==> config.mk <==
export PLATFORM = sky130hd
export DESIGN_NAME = sodor_dmem_align
export DESIGN_NICKNAME = d
export VERILOG_FILES = /design/src/rtl/sodor_dmem_align.sv
export SDC_FILE = /design/constraint.sdc
export NUM_CORES = 1
export LEC_CHECK = 0
export CORE_MARGIN = 5
export CORE_UTILIZATION = 40
export DETAILED_ROUTE_END_ITERATION = 12
export PLACE_DENSITY = 0.71
export RECOVER_POWER = 25
export SLEW_MARGIN = 20
export SYNTH_ARGS = -nofsm -noshare
export SYNTH_HDL_FRONTEND = slang
export SYNTH_SLANG_ARGS = --single-unit
export TNS_END_PERCENT = 20
==> constraint.sdc <==
create_clock -name clk -period 2.8 [get_ports clk]
set_input_delay 0.28 -clock clk [delete_from_list [all_inputs] [get_ports clk]]
set_output_delay 0.28 -clock clk [all_outputs]
set_load 0.02 [all_outputs]
==> src/rtl/sodor_dmem_align.sv <==
`default_nettype none
// ============================================================================
// Module   : sodor_dmem_align
// Purpose  : Sub-word data-memory adapter between the Sodor core dmem port
//            and a word-only memory. Downstream traffic is always a
//            word-aligned word access. Load data is sign/zero-extended, and
//            sub-word stores are done as read-modify-write. Misaligned or
//            illegal requests and memory response timeouts are reported
//            through core_resp_err.
// Ports    : clk, rst_n          clock, synchronous active-low reset
//            core_req_*          request from core (valid/ready handshake)
//            core_resp_*         one-cycle response pulse with data/err
//            mem_req_*           word request to memory (write_en in WR only)
//            mem_resp_*          read data returned by memory
// Revision : 1.0  initial release
// ============================================================================
module sodor_dmem_align #(
  parameter int DATA_W  = 32,
  parameter int TIMEOUT = 16
) (
  input  logic              clk,
  input  logic              rst_n,
  input  logic              core_req_valid,
  output logic              core_req_ready,
  input  logic [DATA_W-1:0] core_req_addr,
  input  logic [DATA_W-1:0] core_req_data,
  input  logic              core_req_fcn,
  input  logic [2:0]        core_req_typ,
  output logic              core_resp_valid,
  output logic [DATA_W-1:0] core_resp_data,
  output logic              core_resp_err,
  output logic              mem_req_valid,
  output logic [DATA_W-1:0] mem_req_addr,
  output logic [DATA_W-1:0] mem_req_data,
  output logic              mem_req_write_en,
  output logic [2:0]        mem_req_typ,
  input  logic              mem_resp_valid,
  input  logic [DATA_W-1:0] mem_resp_data
);

  localparam logic [2:0] c_TYP_B  = 3'd1;
  localparam logic [2:0] c_TYP_H  = 3'd2;
  localparam logic [2:0] c_TYP_W  = 3'd3;
  localparam logic [2:0] c_TYP_BU = 3'd5;
  localparam logic [2:0] c_TYP_HU = 3'd6;

  localparam int                 c_CNT_W    = $clog2(TIMEOUT);
  localparam logic [c_CNT_W-1:0] c_CNT_LAST = c_CNT_W'(TIMEOUT - 1);
  localparam logic [c_CNT_W-1:0] c_CNT_ONE  = c_CNT_W'(1);

  typedef enum logic [1:0] {
    S_IDLE = 2'd0,
    S_RD   = 2'd1,
    S_WR   = 2'd2,
    S_RESP = 2'd3
  } state_t;

  state_t              r_state;
  logic [1:0]          r_lane;       // byte offset of the request
  logic [15:0]         r_sdata;      // only the low half is ever merged
  logic                r_fcn;
  logic [2:0]          r_typ;
  logic [c_CNT_W-1:0]  r_cnt;        // cycles spent in RD

  logic                r_core_req_ready;
  logic                r_core_resp_valid;
  logic [DATA_W-1:0]   r_core_resp_data;
  logic                r_core_resp_err;
  logic                r_mem_req_valid;
  logic [DATA_W-1:0]   r_mem_req_addr;
  logic [DATA_W-1:0]   r_mem_req_data;
  logic                r_mem_req_write_en;

  logic                w_req_err;
  logic                w_is_word_st;
  logic [DATA_W-1:0]   w_shifted;
  logic [DATA_W-1:0]   w_load_ext;
  logic [DATA_W-1:0]   w_merge;

  assign core_req_ready   = r_core_req_ready;
  assign core_resp_valid  = r_core_resp_valid;
  assign core_resp_data   = r_core_resp_data;
  assign core_resp_err    = r_core_resp_err;
  assign mem_req_valid    = r_mem_req_valid;
  assign mem_req_addr     = r_mem_req_addr;
  assign mem_req_data     = r_mem_req_data;
  assign mem_req_write_en = r_mem_req_write_en;
  assign mem_req_typ      = c_TYP_W;

  // Alignment / legality check on the incoming request.
  always_comb begin
    w_req_err = 1'b0;
    case (core_req_typ)
      c_TYP_B, c_TYP_BU: w_req_err = 1'b0;
      c_TYP_H, c_TYP_HU: w_req_err = core_req_addr[0];
      c_TYP_W:           w_req_err = |core_req_addr[1:0];
      default:           w_req_err = 1'b1;
    endcase
  end

  // Full-word stores need no read; everything else goes through RD first.
  assign w_is_word_st = core_req_fcn && (core_req_typ == c_TYP_W);

  // Load extraction: bring the addressed lane down to bit 0, then extend.
  assign w_shifted = mem_resp_data >> {r_lane, 3'b000};

  always_comb begin
    w_load_ext = w_shifted;
    case (r_typ)
      c_TYP_B:  w_load_ext = {{(DATA_W-8){w_shifted[7]}}, w_shifted[7:0]};
      c_TYP_BU: w_load_ext = {{(DATA_W-8){1'b0}}, w_shifted[7:0]};
      c_TYP_H:  w_load_ext = {{(DATA_W-16){w_shifted[15]}}, w_shifted[15:0]};
      c_TYP_HU: w_load_ext = {{(DATA_W-16){1'b0}}, w_shifted[15:0]};
      default:  w_load_ext = w_shifted;  // word: lane is always 0
    endcase
  end

  // Read-modify-write merge: overwrite one lane of the word just read.
  always_comb begin
    w_merge = mem_resp_data;
    case (r_typ)
      c_TYP_B, c_TYP_BU: begin
        case (r_lane)
          2'd0:    w_merge[7:0]   = r_sdata[7:0];
          2'd1:    w_merge[15:8]  = r_sdata[7:0];
          2'd2:    w_merge[23:16] = r_sdata[7:0];
          default: w_merge[31:24] = r_sdata[7:0];
        endcase
      end
      c_TYP_H, c_TYP_HU: begin
        if (r_lane[1]) begin
          w_merge[31:16] = r_sdata;
        end else begin
          w_merge[15:0] = r_sdata;
        end
      end
      default: w_merge = mem_resp_data;
    endcase
  end

  always_ff @(posedge clk) begin
    if (!rst_n) begin
      r_state            <= S_IDLE;
      r_lane             <= '0;
      r_sdata            <= '0;
      r_fcn              <= 1'b0;
      r_typ              <= '0;
      r_cnt              <= '0;
      r_core_req_ready   <= 1'b1;
      r_core_resp_valid  <= 1'b0;
      r_core_resp_data   <= '0;
      r_core_resp_err    <= 1'b0;
      r_mem_req_valid    <= 1'b0;
      r_mem_req_addr     <= '0;
      r_mem_req_data     <= '0;
      r_mem_req_write_en <= 1'b0;
    end else begin
      case (r_state)
        S_IDLE: begin
          if (core_req_valid) begin
            r_lane           <= core_req_addr[1:0];
            r_sdata          <= core_req_data[15:0];
            r_fcn            <= core_req_fcn;
            r_typ            <= core_req_typ;
            r_cnt            <= '0;
            r_core_req_ready <= 1'b0;
            if (w_req_err) begin
              r_state           <= S_RESP;
              r_core_resp_valid <= 1'b1;
              r_core_resp_err   <= 1'b1;
              r_core_resp_data  <= '0;
            end else begin
              r_mem_req_valid <= 1'b1;
              r_mem_req_addr  <= {core_req_addr[DATA_W-1:2], 2'b00};
              if (w_is_word_st) begin
                r_state            <= S_WR;
                r_mem_req_write_en <= 1'b1;
                r_mem_req_data     <= core_req_data;
              end else begin
                r_state <= S_RD;
              end
            end
          end
        end

        S_RD: begin
          if (mem_resp_valid) begin
            if (r_fcn) begin
              r_state            <= S_WR;
              r_mem_req_write_en <= 1'b1;
              r_mem_req_data     <= w_merge;
            end else begin
              r_state           <= S_RESP;
              r_mem_req_valid   <= 1'b0;
              r_mem_req_addr    <= '0;
              r_core_resp_valid <= 1'b1;
              r_core_resp_data  <= w_load_ext;
              r_core_resp_err   <= 1'b0;
            end
          end else if (r_cnt == c_CNT_LAST) begin
            // Memory never answered: give up, and never write for a store.
            r_state           <= S_RESP;
            r_mem_req_valid   <= 1'b0;
            r_mem_req_addr    <= '0;
            r_core_resp_valid <= 1'b1;
            r_core_resp_data  <= '0;
            r_core_resp_err   <= 1'b1;
          end else begin
            r_cnt <= r_cnt + c_CNT_ONE;
          end
        end

        S_WR: begin
          r_state            <= S_RESP;
          r_mem_req_valid    <= 1'b0;
          r_mem_req_write_en <= 1'b0;
          r_mem_req_addr     <= '0;
          r_mem_req_data     <= '0;
          r_core_resp_valid  <= 1'b1;
          r_core_resp_data   <= '0;
          r_core_resp_err    <= 1'b0;
        end

        S_RESP: begin
          r_state           <= S_IDLE;
          r_core_resp_valid <= 1'b0;
          r_core_resp_data  <= '0;
          r_core_resp_err   <= 1'b0;
          r_core_req_ready  <= 1'b1;
        end

        default: begin
          r_state          <= S_IDLE;
          r_core_req_ready <= 1'b1;
        end
      endcase
    end
  end

endmodule
`default_nettype wire

==> results.py <==
metrics = {
    "setup_path": {
        "crit_path_end_kind": "register",
        "crit_required_ns": 3.15,
        "max_stage_delay_ns": 0.52,
        "r2r_setup_slack_ns": 0.51,
        "critical_path_class": "register to register",
        "cp_common_cell": "a21oi_1",
        "r2r_end": "mem_req_data[25]$_SDFFE_PN0P_",
        "worstPathCellList": "inv_1, ha_1, and2_1, buf_4, o21ai_0, a211oi_1, a21oi_1, a21oi_1",
        "cp.arrival_ns": 2.64,
        "critPathMaxFanout": 10,
        "r2r_cells": 8,
        "critPathSlowestCell": "ha_1",
        "r2r-start": "r_state[0]$_SDFFE_PN0P_",
        "cp-start-kind": "register",
    },
    "pwr": {
        "clock_power_share": 0.264,
        "p_per_area_nw_per_um2": 928.6,
        "p_switching_w": 0.003293,
        "leakage_nw": 3.345,
        "pwr-share-seq": 0.293,
        "swShare": 0.3885,
        "p_int_w": 0.005182,
        "peakVddDrop_mv": 0.4887,
        "design_power_total_w": 0.008474,
        "pwr-share-comb": 0.443,
    },
    "timing": {
        "fin_tns_setup_ns": 0,
        "rsz0062_at_grt": "no",
        "fin_crit_ns": 2.292,
        "skew_ns": 0.007330,
        "worst_pin_slew_ns": 1.131,
        "drv_slew": 0,
        "hold_viol_final": 0,
        "max_freq_mhz": 436.2,
        "finalSetupViolCount": 0,
        "relSlewSlack": 0.2462,
        "min_period_over_period": 0.8187,
        "finalWorstSetupSlack_ns": 0.5076,
        "holdWs_ns": 0.3124,
    },
    "placement": {
        "placed_area_sq_um": 8529,
        "port_buffers": 202,
        "dp_hpwl_um": 15700,
        "pre_cts_ws_ns": 0.5452,
        "gp_congestion": 0.8970,
    },
    "clocking": {
        "cts.sinks": 127,
        "clk_latency_ns": 0.42,
        "cts_tree": "built",
        "cts_hold_buf": 0,
        "cts_resized": 0,
        "htreeDepth": 4,
        "clk_pin_slew_ns": 0.06,
        "cts_root_buffer": "clkbuf_16",
        "cts_max_path_buffers": 2,
        "cts_setup_buffers": 0,
        "cts_buffers": 17,
    },
    "outcome": {
        "status": "finished, final reports clean",
    },
    "global_route": {
        "grt_pass1_wl_um": 32910,
        "grt_pass1_vias": 5996,
        "grt_max_degree": 67,
        "grt_use_total": 0.2280,
        "antenna_found_initial": 0,
        "grt.overflow.total": 0,
    },
    "finish": {
        "insertedDiodeCount": 0,
        "final_area_sq_um": 9126,
        "drive_gt1_frac": 0.07858,
        "layout_commonest_cell": "clkdlybuf4s50_1",
        "final_cell_mix": "clkdlybuf4s50_1, dfxtp_1, nand2_1",
        "area_growth_pct": 43.19,
        "fill_cells": 1428,
        "final_nets": 1026,
    },
    "worst_hold_path": {
        "holdCritPathClass": "input pin to register",
        "hold_end": "core_req_ready$_SDFFE_PN1P_",
        "min_path_cells": 2,
        "hold_start": "rst_n",
    },
    "synthesis": {
        "yosysWarnings": 0,
        "synth_top_area_frac": 0.3989,
        "synthTopCellsByArea": "dfxtp_1, a21oi_1, o21ai_0, a21boi_0, nand2_1",
        "yosys.area_share.simple": 0.1765,
        "netlist_instances": 741,
        "synth-compound-area-share": 0.2996,
        "ys_types": 60,
        "yosysTopAreaCell": "dfxtp_1",
        "synth_fa_ha_area_frac": 0.01178,
        "syn_area_per_cell_sq_um": 8.601,
        "synth_seq_cells": 127,
        "synth_xor_area_frac": 0.004122,
        "yosys-mux-area-fraction": 0.05300,
        "synthFlopType": "dfxtp_1",
        "synth_top_family_by_area": "compound AO/OA/AOI/OAI gates",
        "synth-edff-count": 0,
        "async_reset_ff_frac": 0,
        "synth_area_sq_um": 6374,
        "seq_area_frac_synth": 0.3989,
    },
    "detailed_routing": {
        "ant_nets": 0,
        "drt_wl_total_um": 21580,
        "via_per_inst": 5.424,
        "vias": 6210,
        "dr.pass1.iters": 5,
        "drc": 0,
        "drt_iter0_drc": 631,
        "wl_per_cell_um": 18.85,
    },
    "run": {
        "maxCapViolCount": 0,
    },
    "die": {
        "num_rows": 46,
        "die_y_um": 136.2,
        "die_area_sq_um": 18560,
        "die_x_um": 136.2,
        "core_sq_um": 15770,
        "start_util": 0.4042,
        "design.portCount": 208,
    },
}
[power by group through the flow]
stage	Combinational [W]	Clock, W	Sequential (W)
finish	0.00375	0.00224	0.00248
global route	0.00407	0.00236	0.00254
CTS	0.00381	0.00227	0.00249
detailed placement	0.00378	0	0.00252
global placement	0.00376	0	0.00252
floorplan	0.00197	0	0.00289
[worst max-delay path: cells and delay by family (launching register included)]
kind	cells	cell delay, ns
fa+ha+maj	1	0.52
flops	1	0.35
compound gates	4	0.74
simple gates	1	0.30
buf+inv	2	0.31
[per-stage QoR]
stage	utilization	cells
global route	0.5787	1145
global placement	0.5409	1113
floorplan	-	744
detailed placement	0.5409	1113
CTS	0.5789	1145
finish	0.5787	1145
[state kept, by name, summed over array words and instances (netlist names)]
name              count
core_resp_data       32
mem_req_data         32
mem_req_addr         30
r_sdata              16
r_cnt                 4
r_typ                 3
r_lane                2
r_state               2
core_req_ready        1
core_resp_err         1
core_resp_valid       1
mem_req_valid         1
mem_req_write_en      1
r_fcn                 1
[how the worst max path moves through the flow]
stage / from / to / slack (ns) / depth (start not counted)
after detailed placement: core_req_valid / core_resp_data[12]$_SDFFE_PN0P_ / 0.55 / 6
after CTS: r_state[0]$_SDFFE_PN0P_ / mem_req_data[25]$_SDFFE_PN0P_ / 0.57 / 8
final: r_state[0]$_SDFFE_PN0P_ / mem_req_data[25]$_SDFFE_PN0P_ / 0.51 / 8
after floorplan: r_state[0]$_SDFFE_PN0P_ / core_resp_data[24]$_SDFFE_PN0P_ / 0.81 / 9
after global placement: core_req_typ[2] / mem_req_data[26]$_SDFFE_PN0P_ / 0.60 / 7
after global routing: r_state[0]$_SDFFE_PN0P_ / r_sdata[10]$_SDFFE_PN0P_ / 0.37 / 7
[area by class of cell]
class	instances	area (sq um)	share of cell area
Clock buffer	21	470.5	0.05155
Sequential cell	127	2542	0.2786
Multi-Input combinational cell	543	3506	0.3842
Clock inverter	11	130.1	0.01426
Inverter	5	18.77	0.002056
Tap cell	216	270.3	0.02961
Timing Repair Buffer	222	2188	0.2398
[cell families after synthesis]
kind of cell,Yosys count
other cells,2
fa+ha+maj,6
xor+xnor,3
simple gates,215
buf+inv,74
flops,127
mux,32
compound gates,282
[synth_stat cells, types with 7 or more instances]
library cell,count
nand2_1,64
o21ai_0,61
mux2_2,14
o2bb2ai_1,8
and2_1,7
a22o_1,12
dfxtp_1,127
nand3_1,33
nand2b_1,35
clkbuf_1,38
a21oi_1,62
nor2_1,16
a211o_1,7
a22oi_1,27
nand3b_1,7
a32oi_1,7
buf_2,19
a21boi_1,23
mux2i_1,18
nor2b_1,36
a21boi_0,33
[metal layers]
layer,track usage,part of all wire,vias up
li1,-,-,3034
met1,0.2972,0.43,2883
met2,0.3616,0.47,254
met3,0.05885,0.074,39
met4,0.08847,0.029,0
met5,0,0,-
(Power assumes the default switching activity.)
